<file path="src/rtl/chip8_sequencer.sv">
// rtl/chip8_sequencer.sv - CHIP-8 instruction fetch, decode and flow-control sequencer
module chip8_sequencer #(
  parameter int STACK_DEPTH = 16
) (
  input  logic        clk,
  input  logic        rst,
  input  logic        run,
  input  logic [11:0] pc,
  input  logic [7:0]  v0,
  output logic        mem_req,
  output logic [11:0] mem_addr,
  input  logic        mem_ack,
  input  logic [7:0]  mem_rdata,
  output logic [11:0] pc_preload,
  output logic        pc_preload_stb,
  output logic        pc_jump_next_stb,
  output logic        pc_inc_stb,
  output logic [15:0] opcode,
  output logic        exec_stb,
  input  logic        exec_done,
  input  logic        skip_taken,
  output logic        busy,
  output logic        err_ovf,
  output logic        err_unf
);

  localparam int SP_W  = $clog2(STACK_DEPTH + 1);
  localparam int IDX_W = (STACK_DEPTH > 1) ? $clog2(STACK_DEPTH) : 1;

  typedef enum logic [3:0] {
    S_IDLE,
    S_F_HI,
    S_SETTLE_HI,
    S_F_LO,
    S_SETTLE_LO,
    S_DECODE,
    S_EXEC,
    S_UPDATE,
    S_SETTLE_UPD,
    S_ERR
  } state_t;

  state_t            state;
  state_t            state_nxt;
  logic              mem_req_nxt;
  logic [11:0]       mem_addr_nxt;
  logic [15:0]       opcode_nxt;
  logic [11:0]       pc_preload_nxt;
  logic              preload_stb_nxt;
  logic              jump_stb_nxt;
  logic              inc_stb_nxt;
  logic              exec_stb_nxt;
  logic              err_ovf_nxt;
  logic              err_unf_nxt;
  logic [SP_W-1:0]   sp;
  logic [SP_W-1:0]   sp_nxt;
  logic [SP_W-1:0]   sp_top;
  logic              push_en;
  logic              stack_full;
  logic [11:0]       stack_top;
  logic [11:0]       nnn;
  logic [11:0]       stack [STACK_DEPTH];

  assign nnn        = opcode[11:0];
  assign sp_top     = sp - SP_W'(1);
  assign stack_full = (sp == SP_W'(STACK_DEPTH));
  assign stack_top  = stack[sp_top[IDX_W-1:0]];
  assign busy       = (state != S_IDLE) && (state != S_ERR);

  // Next-state and next-output logic; every registered output has a next value here.
  always_comb begin
    state_nxt       = state;
    mem_req_nxt     = mem_req;
    mem_addr_nxt    = mem_addr;
    opcode_nxt      = opcode;
    pc_preload_nxt  = pc_preload;
    preload_stb_nxt = 1'b0;
    jump_stb_nxt    = 1'b0;
    inc_stb_nxt     = 1'b0;
    exec_stb_nxt    = 1'b0;
    err_ovf_nxt     = err_ovf;
    err_unf_nxt     = err_unf;
    sp_nxt          = sp;
    push_en         = 1'b0;

    case (state)
      S_IDLE: begin
        if (run) state_nxt = S_F_HI;
      end

      // The first cycle of a fetch state captures pc and raises the request;
      // only an ack seen while the request is up completes the byte.
      S_F_HI, S_F_LO: begin
        if (!mem_req) begin
          mem_req_nxt  = 1'b1;
          mem_addr_nxt = pc;
        end else if (mem_ack) begin
          mem_req_nxt = 1'b0;
          inc_stb_nxt = 1'b1;
          if (state == S_F_HI) begin
            opcode_nxt[15:8] = mem_rdata;
            state_nxt        = S_SETTLE_HI;
          end else begin
            opcode_nxt[7:0] = mem_rdata;
            state_nxt       = S_SETTLE_LO;
          end
        end
      end

      S_SETTLE_HI: state_nxt = S_F_LO;

      S_SETTLE_LO: state_nxt = S_DECODE;

      S_DECODE: begin
        if (opcode == 16'h00EE) begin
          if (sp == '0) begin
            err_unf_nxt = 1'b1;
            state_nxt   = S_ERR;
          end else begin
            sp_nxt          = sp_top;
            pc_preload_nxt  = stack_top;
            preload_stb_nxt = 1'b1;
            state_nxt       = S_UPDATE;
          end
        end else begin
          case (opcode[15:12])
            4'h1: begin
              pc_preload_nxt  = nnn;
              preload_stb_nxt = 1'b1;
              state_nxt       = S_UPDATE;
            end
            4'h2: begin
              if (stack_full) begin
                err_ovf_nxt = 1'b1;
                state_nxt   = S_ERR;
              end else begin
                push_en         = 1'b1;
                sp_nxt          = sp + SP_W'(1);
                pc_preload_nxt  = nnn;
                preload_stb_nxt = 1'b1;
                state_nxt       = S_UPDATE;
              end
            end
            4'hB: begin
              pc_preload_nxt  = nnn + {4'h0, v0};
              preload_stb_nxt = 1'b1;
              state_nxt       = S_UPDATE;
            end
            default: begin
              exec_stb_nxt = 1'b1;
              state_nxt    = S_EXEC;
            end
          endcase
        end
      end

      S_EXEC: begin
        if (exec_done) begin
          jump_stb_nxt = skip_taken;
          state_nxt    = S_UPDATE;
        end
      end

      S_UPDATE: state_nxt = S_SETTLE_UPD;

      S_SETTLE_UPD: state_nxt = run ? S_F_HI : S_IDLE;

      S_ERR: state_nxt = S_ERR;

      default: state_nxt = S_IDLE;
    endcase
  end

  // State and registered outputs, cleared by synchronous reset.
  always_ff @(posedge clk) begin
    if (rst) begin
      state            <= S_IDLE;
      mem_req          <= 1'b0;
      mem_addr         <= 12'h000;
      opcode           <= 16'h0000;
      pc_preload       <= 12'h000;
      pc_preload_stb   <= 1'b0;
      pc_jump_next_stb <= 1'b0;
      pc_inc_stb       <= 1'b0;
      exec_stb         <= 1'b0;
      err_ovf          <= 1'b0;
      err_unf          <= 1'b0;
      sp               <= '0;
    end else begin
      state            <= state_nxt;
      mem_req          <= mem_req_nxt;
      mem_addr         <= mem_addr_nxt;
      opcode           <= opcode_nxt;
      pc_preload       <= pc_preload_nxt;
      pc_preload_stb   <= preload_stb_nxt;
      pc_jump_next_stb <= jump_stb_nxt;
      pc_inc_stb       <= inc_stb_nxt;
      exec_stb         <= exec_stb_nxt;
      err_ovf          <= err_ovf_nxt;
      err_unf          <= err_unf_nxt;
      sp               <= sp_nxt;
    end
  end

  // Return-address storage; contents survive reset, only sp is cleared.
  always_ff @(posedge clk) begin
    if (!rst && push_en) stack[sp[IDX_W-1:0]] <= pc;
  end

endmodule

</file>
<file path="config.mk">
export PLATFORM = sky130hd
export DESIGN_NAME = chip8_sequencer
export DESIGN_NICKNAME = d
export VERILOG_FILES = /design/src/rtl/chip8_sequencer.sv
export SDC_FILE = /design/constraint.sdc
export NUM_CORES = 1
export LEC_CHECK = 0
export ABC_CLOCK_PERIOD_IN_PS = 7500
export BUFFER_PORTS_ARGS = -buffer_cell sky130_fd_sc_hd__buf_4
export CORE_ASPECT_RATIO = 0.5
export CORE_MARGIN = 3
export CORE_UTILIZATION = 35
export CTS_BUF_LIST = sky130_fd_sc_hd__clkbuf_4 sky130_fd_sc_hd__clkbuf_8
export CTS_CLUSTER_DIAMETER = 50
export CTS_CLUSTER_SIZE = 10
export DETAILED_ROUTE_END_ITERATION = 8
export SLEW_MARGIN = 40
export SYNTH_ARGS = -nofsm -noshare
export SYNTH_HDL_FRONTEND = slang
export SYNTH_SLANG_ARGS = --single-unit
export TNS_END_PERCENT = 100
</file>
<file path="constraint.sdc">
create_clock -name clk -period 7.5 [get_ports clk]
set_input_delay 0.375 -clock clk [delete_from_list [all_inputs] [get_ports clk]]
set_output_delay 0.375 -clock clk [all_outputs]
set_load 0.05 [all_outputs]
</file>
Yosys cells after proc, flatten, opt, wreduce, memory -nomap -nowiden
Memory sizes are Yosys's and may differ from the RTL's.
Index checks and enable logic that the tools add are counted.
{"block": "word_totals", "word_cells": 101, "input_bits": 34, "ramBits": 192, "mem_count": 1, "romBits": 0, "reg_bits": 56, "latch_bits": 0}
{"block": "classes", "bitwise": 7, "order_cmp": 0, "n_reduce_logical": 23, "n_shift": 0, "mul": 0, "n_addsub": 3, "div_mod_pow": 0, "n_eq_ne": 22, "muxes": 32}
{"name": "stack", "words": 16, "width": 12, "rd": 1, "rd_ports_with_merged_regs": 0, "wr": 1, "line": "62", "rtl": "logic [11:0] stack [STACK_DEPTH];"}
{"cell": "$mux W12", "count": 3}
{"cell": "$pmux W12 S3", "count": 1}
{"cell": "$pmux W4 S9", "count": 1}
{"cell": "$mux W4", "count": 7}
{"cell": "$reduce_and A4 Y1", "count": 6}
{"cell": "$mux W5", "count": 4}
{"cell": "$eq A16 B8 Y1 const B", "count": 1}
{"cell": "$eq A4 B3 Y1 const B", "count": 4}
{"cell": "$mux W1", "count": 13}
{"cell": "$add A12 B8 Y12", "count": 1}
{"cell": "$eq A4 B2 Y1 const B", "count": 3}
{"cell": "$eq A4 B4 Y1 const B", "count": 3}
{"cell": "$reduce_or A3 Y1", "count": 4}
{"cell": "$ne A2 B2 Y1 const B", "count": 5}
{"cell": "$eq A4 B1 Y1 const B", "count": 2}
{"cell": "$pmux W4 S2", "count": 1}
{"cell": "$reduce_bool A4 Y1", "count": 2}
{"cell": "$not A1 Y1", "count": 7}
{"cell": "$reduce_or A2 Y1", "count": 3}
{"cell": "$add A5 B1 Y5 const B", "count": 1}
{"cell": "$eq A5 B5 Y1 const B", "count": 1}
{"cell": "$logic_not A5 Y1", "count": 1}
{"cell": "$sub A5 B1 Y5 const B", "count": 1}
{"cell": "$logic_not A4 Y1", "count": 1}
{"cell": "10 further kinds", "count": 11}

Depth between registers and ports, before layout
{"block": "depth", "ltp_word": 8, "mapped_depth": 13}

Worst setup path before layout
No wires, ideal clock.
{"block": "synth_path", "kind": "register to register", "startpoint": "register sp[0]", "endpoint": "register pc_preload[1]", "arrival_time_ns": 3.085, "path_stages_with_launch": 13, "path_slack_ns": 4.283, "period_less_slack_ns": 3.217, "setup_time_ns": 0.132, "cell_sequence": "dfxtp_1 -> buf_2 -> buf_4 -> buf_4 -> inv_1 -> ha_1 -> buf_2 -> buf_2 -> buf_1 -> mux4_2 -> mux4_2 -> o211ai_1 -> a21oi_1"}
{"block": "synth_between", "elab_chain_cells": 4, "word_cells_on_any_way": 9, "classes_between": "1 x add/sub; 3 x eq/ne; 2 x mux; 2 x reduce/logical; 1 x memory"}
{"element": "start, declared", "line": "55", "rtl": "logic [SP_W-1:0] sp;"}
{"element": "start signal, assigned", "line": "201", "rtl": "sp <= sp_nxt;"}
{"element": "$sub A5 B1 Y5", "line": "65", "rtl": "assign sp_top = sp - SP_W'(1);"}
{"element": "$mem_v2 Z16 W12"}
{"element": "$mux W12", "line": "116", "rtl": "if (sp == '0) begin"}
{"element": "$mux W12", "line": "115", "rtl": "if (opcode == 16'h00EE) begin"}
{"element": "end signal, assigned", "line": "194", "rtl": "pc_preload <= pc_preload_nxt;"}
{"element": "end, declared", "line": "14", "rtl": "output logic [11:0] pc_preload,"}
Parallel ways exist; a longest one is shown, timed or not. The select of a mux whose other input is x is not followed.
A chain may end at the register's enable or synchronous reset.

Final worst setup path
{"block": "layout_path", "startpoint": "register sp[0]", "endpoint": "register pc_preload[6]"}
Same word-level chain as after synthesis.

==> summary.md <==
| Metric | Value |
|---|---|
| Status | `finished, final reports clean` |
| Vias in the first global route | `6,282` |
| Core area | `28,500 um^2` |
| Max_slew headroom | `0.484` |
| Max Slew Vio Count | `0` |
| H-tree levels | `1` |
| Die footprint | `32,000 um^2` |
| CP startpoint kind | `register` |
| Clk_skew | `17.2 ps` |
| CP Data Arrival Time | `4250 ps` |
| GRT overflow | `0` |
| Final Instance Area | `12,100 um^2` |
| Reg2reg start | `sp[0]$_SDFFE_PP0P_` |
| RSZ-0062 raised after global routing | `false` |
| Number of synthesized register bits | `248` |
| Detailed Routing Iterations Pass 1 | `5` |
| Post-synthesis sequential area ratio | `0.660` |
| TritonCTS Buffers | `29` |
| Syn avg cell area | `15.0 um^2` |
| Reg-to-reg slack, setup | `3730 ps` |
| Syn-to-layout area delta | `15.5%` |
| Dpl hpwl | `17,200 um` |
| Synth async-reset ratio | `0` |
| Critical path required time | `7980 ps` |
| Residual DRC | `0` |
| Critical Path Source | `sp[0]$_SDFFE_PP0P_` |
| Most common cell after layout, fill and taps aside | `edfxtp_1` |
| Area of the multi-input gates | `3400 um^2` |
| # setup viols final | `0` |
| Period utilization | `0.503` |
| CP peak stage delay | `570 ps` |
| Layout fillers | `2,600` |
| WS Path Type | `register to register` |
| # resized after CTS | `0` |
| Initial Utilization | `0.366` |
| Die width | `250 um` |
| Total GRT Usage | `0.159` |
| Initial antenna violation count | `1` |
| Net Count, Synth | `745` |
| CTS root buf | `clkbuf_8` |
| Crit path buffers/inverters | `3` |
| Number of synthesized flops with an enable pin | `192` |
| Max Cap Viol | `0` |
| Routed WL per cell | `21.8 um` |
| Vias post-DR | `6,355` |
| End point of the critical path | `pc_preload[6]$_SDFFE_PP0P_` |
| Critical Path Sink Type | `register` |
| Syn Inst Count | `697` |
| Io pins | `82` |
| Tightest Pin Transition | `771 ps` |
| Dpl ws | `3700 ps` |
| Starting DRC count in detailed routing | `490` |
| Dpl cell area | `11,400 um^2` |
| Peak fanout along the critical path | `54` |
| Hold-fix buffers at CTS | `0` |
| Worst vdd ir | `0.119 mV` |
| Row cnt | `43` |
| NumNets Final | `822` |
| Final Worst Setup Slack | `3730 ps` |
| Final hold violations | `0` |
| Largest net degree at the start of global routing | `56` |
| Maximum clock rate | `0.265 GHz` |
| Power Density | `223 nW/um^2` |
| First-pass GRT wire length | `38,900 um` |
| Final min period | `3770 ps` |
| CP max-delay cell | `ha_2` |
| Worst path depth | `8` |
| RR Endpoint | `pc_preload[6]$_SDFFE_PP0P_` |
| Worst skew pair latency | `580 ps` |
| Syn. warnings | `0` |
| Post-DRT Antenna Nets | `0` |
| Commonest non-fill, non-tap cells in the layout | `edfxtp_1, buf_4, nand2_1` |
| Die height | `128 um` |
| Worst min path class | `input pin to register` |
| Final wirelength | `25,700 um` |
| Final Power | `2.69 mW` |
| Post-synth top flop | `edfxtp_1` |
| Final GP Congestion | `0.821` |
| Cell Chain, Critical Path | `buf_6, inv_1, ha_2, buf_4, mux4_2, mux4_2, or2_0, a41o_1` |
| Reg area | `6890 um^2` |
| Netlist cell types | `60` |
| CTS sink count | `248` |
| I/O Buffers | `81` |
| Cell Area, Synth | `10,400 um^2` |
| R2R depth | `8` |
| Final setup TNS | `0 ps` |
| Most used cell, CP | `mux4_2` |
| Layout cells sized above 1 | `0.283` |
| Post CTS Setup Buffer Count | `0` |
| CTS max path bufs | `3` |
| TritonCTS clock tree | `done` |
| Leakage power | `4.04 nW` |
| Top cell family by delay on the critical path | `buffers and inverters` |
| CTS clk-pin slew, worst paths | `80 ps` |
| Ant diodes | `0` |
| DR vias/cell | `5.39` |
sequential cells by signal, indices dropped and copies added (netlist names):
register and cells:
err_ovf 1, err_unf 1, exec_stb 1, mem_addr 12
mem_req 1, opcode 16, pc_inc_stb 1, pc_jump_next_stb 1
pc_preload 12, pc_preload_stb 1, sp 5, stack 192
state 4
logic make-up (layout without fill, tap and decap cells):
kind of cell    count (synthesis)  count (layout)  share of synthesized area
flops                         248             248                      0.660
simple gates                  196             196                     0.0891
compound gates                103             103                     0.0625
mux                            75              75                      0.137
buf+inv                        49             148                     0.0230
fa+ha+maj                      14              14                     0.0175
xor+xnor                       12              12                     0.0108
worst register-to-register path: cells and delay by family (launching register included):
family          cells  cell delay [ps]
fa+ha+maj           1              570
buf+inv             3             1310
flops               1              350
compound gates      1              250
simple gates        1              240
mux                 2              950
final cells by class:
| cell class | instances | share of cell area |
|---|---|---|
| clock buffer | 50 | 0.0462 |
| clock inverter | 3 | 0.00415 |
| inverter | 10 | 0.00311 |
| multi-input combinational | 400 | 0.282 |
| sequential | 248 | 0.572 |
| tap | 382 | 0.0397 |
| timing repair buffer | 85 | 0.0533 |
metrics by stage:
stage,hold WS (ps),util,instances
3_5_place_dp,442,0.401,1125
6_report,36.1,0.423,1178
2_1_floorplan,474,-,697
4_1_cts,13.0,0.423,1178
5_1_grt,37.3,0.423,1178
3_3_place_gp,436,0.399,1125
cells in the mapped netlist (2+ instances only):
| library cell | n | area share |
|---|---|---|
| a211oi_1 | 6 | 0.0043 |
| a21o_1 | 4 | 0.0029 |
| a21oi_1 | 42 | 0.020 |
| a22oi_1 | 2 | 0.0014 |
| a311oi_1 | 3 | 0.0025 |
| a31oi_1 | 3 | 0.0018 |
| and2_1 | 3 | 0.0018 |
| and4b_1 | 3 | 0.0029 |
| buf_1 | 4 | 0.0014 |
| buf_2 | 8 | 0.0038 |
| buf_4 | 4 | 0.0029 |
| buf_6 | 4 | 0.0043 |
| clkbuf_1 | 18 | 0.0065 |
| dfxtp_1 | 56 | 0.11 |
| edfxtp_1 | 192 | 0.55 |
| ha_1 | 13 | 0.016 |
| inv_1 | 10 | 0.0036 |
| mux2_2 | 4 | 0.0043 |
| mux2i_1 | 17 | 0.016 |
| mux4_2 | 54 | 0.12 |
| nand2_1 | 69 | 0.025 |
| nand2b_1 | 4 | 0.0024 |
| nand3_1 | 16 | 0.0077 |
| nand3b_1 | 2 | 0.0014 |
| nand4_1 | 5 | 0.0030 |
| nor2_1 | 54 | 0.019 |
| nor2b_1 | 7 | 0.0042 |
| nor3_1 | 8 | 0.0038 |
| nor3_2 | 2 | 0.0019 |
| nor3b_1 | 2 | 0.0014 |
| nor4_1 | 8 | 0.0048 |
| o211ai_1 | 8 | 0.0058 |
| o21a_1 | 5 | 0.0036 |
| o21ai_0 | 16 | 0.0077 |
| o31ai_1 | 2 | 0.0014 |
| o41ai_1 | 2 | 0.0017 |
| or3_1 | 4 | 0.0024 |
| or4_1 | 2 | 0.0014 |
| xor2_1 | 10 | 0.0084 |
where the power goes:
part           leakage (nW)  total, mW  internal [mW]  switching [mW]
Combinational          1.53      0.199         0.0597           0.140
Clock                 0.330      0.975          0.502           0.473
Sequential             2.18       1.51           1.49          0.0224
worst min path at each step:
stage                              start                 endpoint  slack (ps)  depth (start not counted)
CTS                         mem_rdata[5]  opcode[13]$_SDFFE_PP0P_          10                          3
floorplan                          pc[0]    stack[0][0]$_DFFE_PP_         470                          0
global route                mem_rdata[6]   opcode[6]$_SDFFE_PP0P_          40                          3
detailed placement  err_unf$_SDFFE_PP0P_     err_unf$_SDFFE_PP0P_         440                          2
finish                      mem_rdata[5]  opcode[13]$_SDFFE_PP0P_          40                          3
global placement    err_unf$_SDFFE_PP0P_     err_unf$_SDFFE_PP0P_         440                          2
layer usage:
layer | vias up | part of all wire | wire length [um] | track usage
met5 | - | 0.00051 | 13 | 0
met4 | 2 | 0.027 | 704 | 0.0484
met3 | 41 | 0.062 | 1600 | 0.0292
met2 | 215 | 0.45 | 11500 | 0.247
met1 | 3243 | 0.46 | 11800 | 0.228
li1 | 2854 | - | - | -
(Power assumes the default switching activity.)
